<file path="src/rtl/regbank_pkg.sv">
// rtl/regbank_pkg.sv - shared constants and state type for the register bank write side
package regbank_pkg;

  localparam int NREGS  = 16;
  localparam int PC_IDX = 15;

  typedef enum logic [1:0] {
    IDLE,
    LOAD,
    DONE
  } lm_state_t;

  function automatic logic [NREGS-1:0] bit_mask(input logic [3:0] idx);
    bit_mask = {{(NREGS-1){1'b0}}, 1'b1} << idx;
  endfunction

endpackage

</file>
<file path="src/rtl/prio_enc16.sv">
// rtl/prio_enc16.sv - lowest-set-bit priority encoder over a 16-bit vector
module prio_enc16 (
  input  logic [15:0] in_vec,
  output logic [3:0]  idx,
  output logic        any
);

  // Scan from the top down so the lowest set bit is the last one to win.
  always_comb begin
    idx = 4'd0;
    for (int i = 15; i >= 0; i--) begin
      if (in_vec[i]) begin
        idx = 4'(i);
      end
    end
  end

  assign any = |in_vec;

endmodule

</file>
<file path="src/rtl/reg_bank_writer.sv">
// rtl/reg_bank_writer.sv - 16-entry register bank with single, PC and sequenced multi-register writes
import regbank_pkg::*;

module reg_bank_writer #(
  parameter int BUS = 32
) (
  input  logic                 clk,
  input  logic                 rst,
  input  logic                 we,
  input  logic [3:0]           wa,
  input  logic [BUS-1:0]       wd,
  input  logic                 pc_we,
  input  logic [BUS-1:0]       pc_next,
  input  logic                 lm_start,
  input  logic [15:0]          lm_list,
  input  logic                 lm_valid,
  input  logic [BUS-1:0]       lm_data,
  output logic                 lm_ready,
  output logic                 lm_busy,
  output logic                 lm_done,
  output logic [16*BUS-1:0]    regs
);

  logic [BUS-1:0] regs_q [NREGS];
  logic [BUS-1:0] regs_d [NREGS];

  lm_state_t   state_q, state_d;
  logic [15:0] pending_q, pending_d;
  logic        lm_ready_q, lm_ready_d;
  logic        lm_busy_q, lm_busy_d;
  logic        lm_done_q, lm_done_d;

  logic [3:0]  lm_idx;
  logic        lm_any;
  logic        lm_take;
  logic [15:0] pending_clr;

  prio_enc16 u_enc (
    .in_vec (pending_q),
    .idx    (lm_idx),
    .any    (lm_any)
  );

  assign lm_take     = lm_valid & lm_ready_q & lm_any;
  assign pending_clr = pending_q & ~bit_mask(lm_idx);

  always_comb begin
    state_d   = state_q;
    pending_d = pending_q;
    case (state_q)
      IDLE: begin
        if (lm_start) begin
          if (lm_list != 16'd0) begin
            pending_d = lm_list;
            state_d   = LOAD;
          end else begin
            state_d = DONE;
          end
        end
      end
      LOAD: begin
        if (lm_take) begin
          pending_d = pending_clr;
          if (pending_clr == 16'd0) begin
            state_d = DONE;
          end
        end
      end
      DONE:    state_d = IDLE;
      default: state_d = IDLE;
    endcase

    // Status flags are registered copies of the next state, so they never see inputs directly.
    lm_ready_d = (state_d == LOAD);
    lm_busy_d  = (state_d != IDLE);
    lm_done_d  = (state_d == DONE);
  end

  // Per-entry select: load word beats the result write, which beats the PC update.
  always_comb begin
    for (int n = 0; n < NREGS; n++) begin
      if (lm_take && (lm_idx == 4'(n))) begin
        regs_d[n] = lm_data;
      end else if (we && (wa == 4'(n))) begin
        regs_d[n] = wd;
      end else if (pc_we && (n == PC_IDX)) begin
        regs_d[n] = pc_next;
      end else begin
        regs_d[n] = regs_q[n];
      end
    end
  end

  always_ff @(posedge clk) begin
    if (rst) begin
      state_q    <= IDLE;
      pending_q  <= 16'd0;
      lm_ready_q <= 1'b0;
      lm_busy_q  <= 1'b0;
      lm_done_q  <= 1'b0;
      for (int n = 0; n < NREGS; n++) begin
        regs_q[n] <= '0;
      end
    end else begin
      state_q    <= state_d;
      pending_q  <= pending_d;
      lm_ready_q <= lm_ready_d;
      lm_busy_q  <= lm_busy_d;
      lm_done_q  <= lm_done_d;
      for (int n = 0; n < NREGS; n++) begin
        regs_q[n] <= regs_d[n];
      end
    end
  end

  always_comb begin
    for (int n = 0; n < NREGS; n++) begin
      regs[n*BUS +: BUS] = regs_q[n];
    end
  end

  assign lm_ready = lm_ready_q;
  assign lm_busy  = lm_busy_q;
  assign lm_done  = lm_done_q;

endmodule
</file>
<file path="config.mk">
export PLATFORM = sky130hd
export DESIGN_NAME = reg_bank_writer
export DESIGN_NICKNAME = d
export VERILOG_FILES = /design/src/rtl/regbank_pkg.sv /design/src/rtl/prio_enc16.sv /design/src/rtl/reg_bank_writer.sv
export SDC_FILE = /design/constraint.sdc
export NUM_CORES = 1
export LEC_CHECK = 0
export CORE_MARGIN = 3
export CORE_UTILIZATION = 33
export DETAILED_ROUTE_END_ITERATION = 10
export PLACE_DENSITY = 0.66
export SYNTH_ARGS = -nofsm -noshare
export SYNTH_HDL_FRONTEND = slang
export SYNTH_SLANG_ARGS = --single-unit
</file>
<file path="constraint.sdc">
create_clock -name clk -period 3.6 [get_ports clk]
set_clock_uncertainty 0.2 [all_clocks]
set_input_delay 0.72 -clock clk [delete_from_list [all_inputs] [get_ports clk]]
set_output_delay 0.72 -clock clk [all_outputs]
set_load 0.05 [all_outputs]
</file>
==> results of run 1 <==
worst max path at each step:
stage / to / cells after the start
2_1_floorplan: lm_ready / 10
3_3_place_gp: regs_q[0][139] / 6
3_5_place_dp: regs_q[0][137] / 6
4_1_cts: state_q[1] / 8
5_1_grt: state_q[1] / 9
6_report: state_q[1] / 8
stage by stage:
step	std cells	utilization [%]	power (mW)	cell area [µm²]
floorplan	2709	-	7.975	24260
global placement	4114	44.82	9.116	32320
detailed placement	4114	44.82	9.123	32320
CTS	4222	47.70	15.58	34390
global route	4222	47.70	15.97	34390
finish	4226	47.72	15.51	34400
where the power goes:
group          switching, mW  total (mW)  internal [mW]
Combinational           1.83        2.74          0.912
Sequential             0.159        6.29           6.13
Clock                   2.60        6.48           3.87
sequential cells by signal, summed over array words and instances (netlist names):
signal and flops:
regs_q 512, pending_q 16, state_q 2, lm_busy 1
lm_done 1, lm_ready 1
cell type report:
type                    instances  area [µm²]  area share (%)
diodes                          4       10.01         0.02910
clock buffers                  85        1797           5.223
clock inverters                23       279.0          0.8110
inverters                      37       138.9          0.4037
multi-input cells            1810       12340           35.86
flip-flops and latches        533       10670           31.02
well taps                     950        1189           3.455
repair buffers                784        7983           23.20
cell families (layout without fill, tap and decap cells):
kind of cell	count (synthesis)	after routing	synth area share, %
simple gates	681	681	11.24
compound gates	649	649	19.28
flops	533	533	43.98
mux	480	480	19.81
buf+inv	366	929	5.689
other cells	0	4	0
cells in the final DEF, fill, tap and decap left out, types with 3 or more instances in the layout:
cell type | Yosys | routed
clkdlybuf4s50_1 | 0 | 635
nor2_1 | 551 | 542
dfxtp_1 | 533 | 533
a211oi_1 | 482 | 482
mux2i_1 | 480 | 480
buf_4 | 0 | 108
a21oi_1 | 90 | 90
clkbuf_16 | 0 | 61
nand2_1 | 71 | 54
buf_12 | 0 | 40
inv_1 | 37 | 37
o221ai_1 | 32 | 32
o21ai_0 | 20 | 20
clkbuf_8 | 0 | 18
nand2_2 | 0 | 17
clkinv_2 | 0 | 12
nor4_1 | 11 | 11
nor3_1 | 10 | 10
nor2_4 | 0 | 9
nand2b_1 | 9 | 6
bufinv_16 | 0 | 6
clkbuf_1 | 294 | 6
diode_2 | 0 | 4
nand3_1 | 4 | 4
clkinvlp_4 | 0 | 4
nor3b_1 | 3 | 3
nand2b_2 | 0 | 3
o31ai_1 | 3 | 3
worst max-delay path: stages, from the launching register on:
cell and delay (ns):
dfxtp_1 0.43, nor4_2 0.51, a21o_1 0.18, nand2_1 0.25, o41ai_1 0.54, o2111ai_1 0.20
nor4_2 0.46, a21oi_1 0.17, nor3_1 0.16
layer usage:
metal / up-vias / share of wire, % / global-route usage, %
li1: 10754 / - / -
met1: 11164 / 44 / 35.80
met2: 1034 / 43 / 38.97
met3: 206 / 8.5 / 5.893
met4: 2 / 4.0 / 9.564
met5: - / 0.012 / 0
==> metrics.txt, run 1 <==
GRT overflow=0; post-cts sizing count=0; Clock Latency Late Sink=0.61 ns; WHS Path Cells=2; Hold Vio Cnt, Final=0; # setup viols final=0; crit path time final=3.180 ns; Hold WC Path Type=register to register; WP data required=3.92 ns; Place WS=0.3686 ns; nets@finish=between 3000 and 4000; Longest Clk Path Bufs=3; Synth Net Count=2831; CTS tree=done; Relative slew margins=24.67%; drc violations=0; vias in the first global route=21860; Clock Pin Slew Worst Setup and Hold Paths=0.06 ns; fillcell total=6731; EDFF count, synth=0; Total Routed Length=about 100000 µm; RSZ-0062 raised after global routing=no; status=completed; largest cells by area after synthesis=dfxtp_1, mux2i_1, a211oi_1; average size of a mapped cell=8.955 µm²; WP data arrival=3.50 ns; count leader, synth=nor2_1; Worst setup SP type=register; Fin Hold WS=0.3098 ns; Async S/R FF share, synth=0%; r2r endpoint=state_q[1]; Avg Vias per Cell=5.480; share of the synthesized area in the top cell type=a little over two fifths; setup TNS=0 ns; Sink Count=533; area leader, netlist=dfxtp_1; Num CTS Buffers=59; gr usage total=25.79%; clock root buffer=clkbuf_16; sequential area share after synthesis=between 40% and 50%; mapped cell area=0.02426 mm²; Pins Over Slew Limit=0; Min-Delay Endpoint=pending_q[0]; Die Span X=between 200 and 300 µm; largest net degree at the start of global routing=100; setup bufs post-CTS=0; VDD IR-drop max=0.3487 mV; R2R depth=8; IO Pins=637; core area=0.07210 mm²; nature of the critical path endpoint=register; Avg WL per Cell=24.67 µm; Yosys warning count=0; initial antenna violation count=6; Worst setup startpoint=pending_q[8]; die area=0.07680 mm²; Placer Congestion=0.8930; MaxCap Viol Count=0; Setup CP Type=register to register; CTS H-tree depth=2; first-pass GRT wire length=152100 µm; vias after detailed routing=23160; Post-Synthesis Cells=2709; CTS Hold Bufs=0; Worst R2R Setup Slack=0.42 ns; Synth Register Bits=533; synth unique cells=52; # rows=98; slack of the critical path=0.4201 ns; P&R area growth vs syn=41.81%; fin crit share=88.33%; Hold Crit Start=pending_q[0]; Static Leak=13.04 nW; Starting Density=between 30% and 40%; CP Max Fanout=10; initial detailed-routing violation count=2125; Routed Antenna Nets=0; DIE HEIGHT=roughly 280 µm; RR Startpoint=pending_q[8]; Commonest cells post-synth=nor2_1, dfxtp_1, a211oi_1, mux2i_1, clkbuf_1; layout cells sized above 1=8.985%; PD cells=450.7 mW/mm²; ys flop type=dfxtp_1; worst slew pin tran=1.126 ns; TritonRoute pass-1 iters=6; Max Clk Rate=314.5 MHz; Port Buffers=636; Final HPWL DP=70220 µm
No activity file was read; power rests on OpenSTA's default activity.
==> run 2: changes to the inputs <==
- CTS_CLUSTER_SIZE: unset -> 10
==> run 2 against run 1 <==
Compared with the run above: cell count decreased by 0.24%; clock-buffer cell count is 3 higher; flip-flop and latch count did not move; sequential power hardly changed; worst setup slack worse by 0.068 ns; routed wire length up 0.43%.
==> metrics.txt, run 2 (same netlist as run 1, synthesis figures left out) <==
drc violations=0 (unchanged); GR peak layer=met2; layout cells sized above 1=8.430% (-0.55 points); nature of the critical path endpoint=register; initial antenna violation count=5 (-1); # setup viols final=0 (unchanged); nets@finish=3355 (+0.24%); Clock Pin Slew Worst Setup and Hold Paths=0.05 ns (about the same); first-pass GRT wire length=152200 µm (about the same); Total Routed Length=104700 µm (+0.43%); IO Pins=637 (unchanged); CTS tree=done; VDD IR-drop max=0.3226 mV (-7.5%); Post-Layout Cell Count=4216 (-0.24%); Place WS=0.3686 ns (unchanged); Port Buffers=636 (unchanged); fillcell total=6769 (+0.56%); die area=0.07680 mm² (unchanged); Relative slew margins=23.67% (-1.0 points); Final HPWL DP=70220 µm (unchanged); global-route met2 utilization=38.97% (about the same); Static Leak=12.97 nW (-0.55%); most common cell after layout, fill and taps aside=clkdlybuf4s50_1; CP Max Fanout=10 (unchanged); largest net degree at the start of global routing=100 (unchanged); met3 Resource Use GR=6.255% (+0.36 points); status=completed; Hold Vio Cnt, Final=0 (unchanged); MaxCap Viol Count=0 (unchanged); crit path time final=3.248 ns (+0.06782 ns); Max Clk Rate=307.9 MHz (-2.1%); PD cells=446.8 mW/mm² (-0.88%); Worst setup startpoint=pending_q[8]; RSZ-0062 raised after global routing=no; Avg WL per Cell=24.83 µm (+0.66%); setup TNS=0 ns (unchanged); Num CTS Buffers=67 (+14%); met1 Use GR=35.76% (-0.040 points); # rows=98 (unchanged); Starting Density=33.65% (unchanged); Top Registers=regs_q: 512 flops, pending_q: 16 flops, state_q: 2 flops; Worst setup SP type=register; Routed Antenna Nets=0 (unchanged); Sink Count=533 (unchanged); WP data arrival=3.55 ns (+0.05 ns); P&R area growth vs syn=41.38%; vias in the first global route=21977 (+0.54%); gr usage total=25.93% (+0.14 points); Hold Crit Start=pending_q[0]; CTS H-tree depth=3 (+1); worst slew pin tran=1.141 ns (+0.01501 ns); initial detailed-routing violation count=2184 (+2.8%); most frequent cells in the layout=clkdlybuf4s50_1, nor2_1, dfxtp_1; fin crit share=90.21% (+1.9 points); post-placement cell count=4114 (unchanged); Longest Clk Path Bufs=3 (unchanged); Hold WC Path Type=register to register; post-cts sizing count=0 (unchanged); Die Span X=277.1 µm (unchanged); TritonRoute pass-1 iters=6 (unchanged); max reg flops=512 (unchanged); vias after detailed routing=23306 (+0.63%); setup bufs post-CTS=0 (unchanged); WP data required=3.90 ns (-0.02 ns); Clock Latency Late Sink=0.60 ns (about the same); RR Startpoint=pending_q[8]; Avg Vias per Cell=5.528 (+0.87%); GRT overflow=0 (unchanged); slack of the critical path=0.3523 ns (-0.06782 ns); CTS Hold Bufs=0 (unchanged); Setup CP Type=register to register; Placer Congestion=0.8930 (unchanged); Largest Register=regs_q; core area=0.07210 mm² (unchanged); DIE HEIGHT=277.1 µm (unchanged); clock root buffer=clkbuf_16; Pins Over Slew Limit=0 (unchanged)
[run 2: per-layer routing]
| metal | part of all wire (%) | wire, µm |
|---|---|---|
| met5 | 0.017 | 18 |
| met4 | 4.1 | 4302 |
| met3 | 9.0 | 9404 |
| met2 | 43 | 45500 |
| met1 | 43 | 45460 |
[run 2: layout make-up]
type / count / area (µm²) / area share, %
Timing Repair Buffer: 784 / 7983 / 23.27
Inverter: 37 / 138.9 / 0.4049
Clock inverter: 10 / 121.4 / 0.3539
Antenna cell: 4 / 10.01 / 0.02918
Clock buffer: 88 / 1849 / 5.392
Multi-Input combinational cell: 1810 / 12340 / 35.97
Sequential cell: 533 / 10670 / 31.11
Tap cell: 950 / 1189 / 3.466
[run 2: per-stage QoR]
stage,hold WS (ns),instance area [µm²],utilization [%],power [mW]
6_report,0.3052,34300,47.57,15.32
5_1_grt,0.3357,34290,47.56,15.80
2_1_floorplan,0.2611,24260,-,7.975
3_5_place_dp,0.2931,32320,44.82,9.123
4_1_cts,0.3009,34290,47.56,15.40
3_3_place_gp,0.3055,32320,44.82,9.116
[run 2: where the power goes]
group | switching, mW | internal, mW | leakage [nW] | total (mW)
Combinational | 1.83 | 0.912 | 7.70 | 2.74
Sequential | 0.159 | 6.13 | 4.32 | 6.29
Clock | 2.64 | 3.65 | 0.954 | 6.29
Total | 4.63 | 10.7 | 13.0 | 15.3
[run 2: final timing paths]
check                      end  slack, ns  cells after the start
hold / removal    pending_q[0]       0.31                      2
setup reg to reg    state_q[1]       0.35                      8
hold reg to reg   pending_q[0]       0.31                      2
setup / recovery    state_q[1]       0.35                      8
[run 2: worst max-delay path, cell delays in order, from the launching register on]
cell and delay, ns:
dfxtp_1 0.44, nor4_2 0.51, a21o_1 0.18, nand2_1 0.25, o41ai_1 0.57, o2111ai_1 0.20
nor4_2 0.46, a21oi_1 0.16, nor3_1 0.16
==> run 3: changes to the inputs <==
- CTS_BUF_LIST: unset -> sky130_fd_sc_hd__clkbuf_16
- PLACE_DENSITY: 0.66 -> 0.55
==> run 3 against run 2 <==
Compared with the run above: die area unchanged; core utilization down 0.81 points; global-route usage up 1.5 points; combinational power about the same; flip-flop and latch count unchanged; final area down 1.7%; total power down 2.7%; highest routed layer is now met4.
==> metrics.txt, run 3 (same netlist as run 1, synthesis figures left out) <==
Avg WL per Cell=26.33 µm (+6.1%); crit path time final=3.273 ns (+0.02564 ns); WP data required=3.90 ns (about the same); switching power total=4.602 mW (-0.50%); VDD IR-drop max=0.2777 mV (-14%); Top delay family on crit path=simple AND/OR/NAND/NOR gates; Largest Register=regs_q; Min-Delay Endpoint=state_q[1]; WP data arrival=3.57 ns (+0.02 ns); global-route met2 utilization=43.42% (+4.5 points); Clock Latency Late Sink=0.58 ns (-0.02 ns); r2r endpoint=regs_q[0][92]; fillcell total=6716 (-0.78%); most frequent cells in the layout=clkdlybuf4s50_1, nor2_1, dfxtp_1; Bufs and invs on worst path=1 (+1); Total Routed Length=109800 µm (+4.9%); Routed Antenna Nets=0 (unchanged); IO Pins=637 (unchanged); Relative slew margins=14.32% (-9.4 points); vias after detailed routing=23197 (-0.47%); RSZ-0062 raised after global routing=no; Hold WC Path Type=register to register; CP cell instances=nor4_1, nand2_1, o311ai_2, nor2_2, nand2_2, buf_4, nor2_1, a211oi_1; gr usage total=27.45% (+1.5 points); initial detailed-routing violation count=1699 (-22%); vias in the first global route=23177 (+5.5%); Largest stage delay, worst path=0.68 ns (+0.11 ns); Sink Count=533 (unchanged); # setup viols final=0 (unchanged); core area=0.07210 mm² (unchanged); met1 Use GR=36.58% (+0.81 points); die area=0.07680 mm² (unchanged); Static Leak=12.70 nW (-2.1%); Power Internal=10.31 mW (-3.7%); status=completed; layout cells sized above 1=7.181% (-1.2 points); post-route cell area=0.03371 mm² (-1.7%); initial antenna violation count=5 (unchanged); CP Max Fanout=64 (+54); fin crit share=90.93% (+0.71 points); Flop pwr share=42.2% (+1.1 points); GR peak layer=met2; Die Span X=277.1 µm (unchanged); MaxCap Viol Count=0 (unchanged); RR Startpoint=pending_q[15]; max reg flops=512 (unchanged); clock root buffer=clkbuf_16; setup TNS=0 ns (unchanged); nets@finish=3315 (-1.2%); most common cell after layout, fill and taps aside=clkdlybuf4s50_1; DIE HEIGHT=277.1 µm (unchanged); Clock Pin Slew Worst Setup and Hold Paths=0.06 ns (about the same); GRT overflow=0 (unchanged); Avg Vias per Cell=5.563 (+0.63%); Worst R2R Setup Slack=0.33 ns (-0.03 ns); slowest stage cell, crit path=nor4_1; drc violations=0 (unchanged); sw frac=30.87% (+0.69 points); worst slew pin tran=1.281 ns (+0.1398 ns); R2R depth=8 (unchanged); Top Registers=regs_q: 512 flops, pending_q: 16 flops, state_q: 2 flops; P&R area growth vs syn=38.98%; Clock power frac=39.5% (-1.5 points); Comb pwr share=18.2% (+0.3 points); Hold Vio Cnt, Final=0 (unchanged); Starting Density=33.65% (unchanged); # rows=98 (unchanged); first-pass GRT wire length=160600 µm (+5.5%); CTS tree=done; dpl cell area=0.03189 mm² (-1.3%); Setup CP Type=register to register; PD cells=442.2 mW/mm² (-1.0%); nature of the critical path endpoint=register; Placer Congestion=0.8980 (+0.56%); Num CTS Buffers=66 (-1.5%); Worst setup SP type=register; Pins Over Slew Limit=0 (unchanged); Max Clk Rate=305.5 MHz (-0.78%); CTS H-tree depth=3 (unchanged); TritonRoute pass-1 iters=5 (-1); Final HPWL DP=74180 µm (+5.6%); largest net degree at the start of global routing=99 (-1.0%); Longest Clk Path Bufs=3 (unchanged); setup bufs post-CTS=0 (unchanged); Hold Crit Start=state_q[1]; WHS Path Cells=1 (-1); Port Buffers=636 (unchanged); met3 Resource Use GR=6.120% (-0.13 points)
-- run 3: changes by cell type in the layout (fill, tap and decap cells not counted), sizes merged --
cell,delta
diode,-1
bufinv,-1
clkinv,+3
buf,-39
inv,+14
clkbuf,-22
-- run 3: repair_timing --
action	CTS	global route
endpoints found under the setup margin	0	32
gates resized for setup	0	1
hold buffers	0	0
-- run 3: layer usage --
metal | up-vias | part of all wire [%]
met2 | 907 | 45
met4 | 0 | 3.9
li1 | 10682 | -
met1 | 11407 | 44
met5 | - | 0
met3 | 201 | 7.2
-- run 3: layout make-up --
class | count | area, µm² | area share [%]
multi-input combinational | 1810 | 12340 | 36.61
inverter | 37 | 138.9 | 0.4119
tap | 950 | 1189 | 3.526
clock inverter | 26 | 161.4 | 0.4787
antenna | 3 | 7.507 | 0.02227
sequential | 533 | 10670 | 31.65
clock buffer | 66 | 1652 | 4.899
timing repair buffer | 745 | 7552 | 22.40
-- run 3: power by group through the flow --
stage | clock network [mW] | registers (mW) | logic, mW
2_1_floorplan | 0 | 7.11 | 0.867
3_3_place_gp | 0 | 6.41 | 2.69
3_5_place_dp | 0 | 6.42 | 2.70
4_1_cts | 6.01 | 6.30 | 2.71
5_1_grt | 6.23 | 6.32 | 2.84
6_report | 5.89 | 6.30 | 2.72
-- run 3: worst max-delay path by stage --
| stage | startpoint | endpoint | slack [ns] | cells past startpoint |
|---|---|---|---|---|
| after floorplan | pending_q[7] | lm_ready | 0.92 | 10 |
| after CTS | pending_q[15] | regs_q[0][76] | 0.12 | 8 |
| after detailed placement | pending_q[15] | regs_q[0][81] | 0.12 | 8 |
| after global routing | pending_q[15] | regs_q[0][92] | 0.06 | 8 |
| after global placement | pending_q[15] | regs_q[0][82] | 0.07 | 8 |
| final | pending_q[15] | regs_q[0][92] | 0.33 | 8 |
-- run 3: per-stage QoR --
step / setup slack [ns] / power, mW / cells / util (%) / hold slack [ns]
final: 0.3267 / 14.91 / 4170 / 46.76 / 0.3124
after global routing: 0.05726 / 15.40 / 4169 / 46.76 / 0.3292
after CTS: 0.1232 / 15.01 / 4167 / 46.74 / 0.3123
after detailed placement: 0.1195 / 9.117 / 4075 / 44.23 / 0.2968
after global placement: 0.06962 / 9.099 / 4075 / 44.23 / 0.3106
after floorplan: 0.9219 / 7.975 / 2709 / - / 0.2611
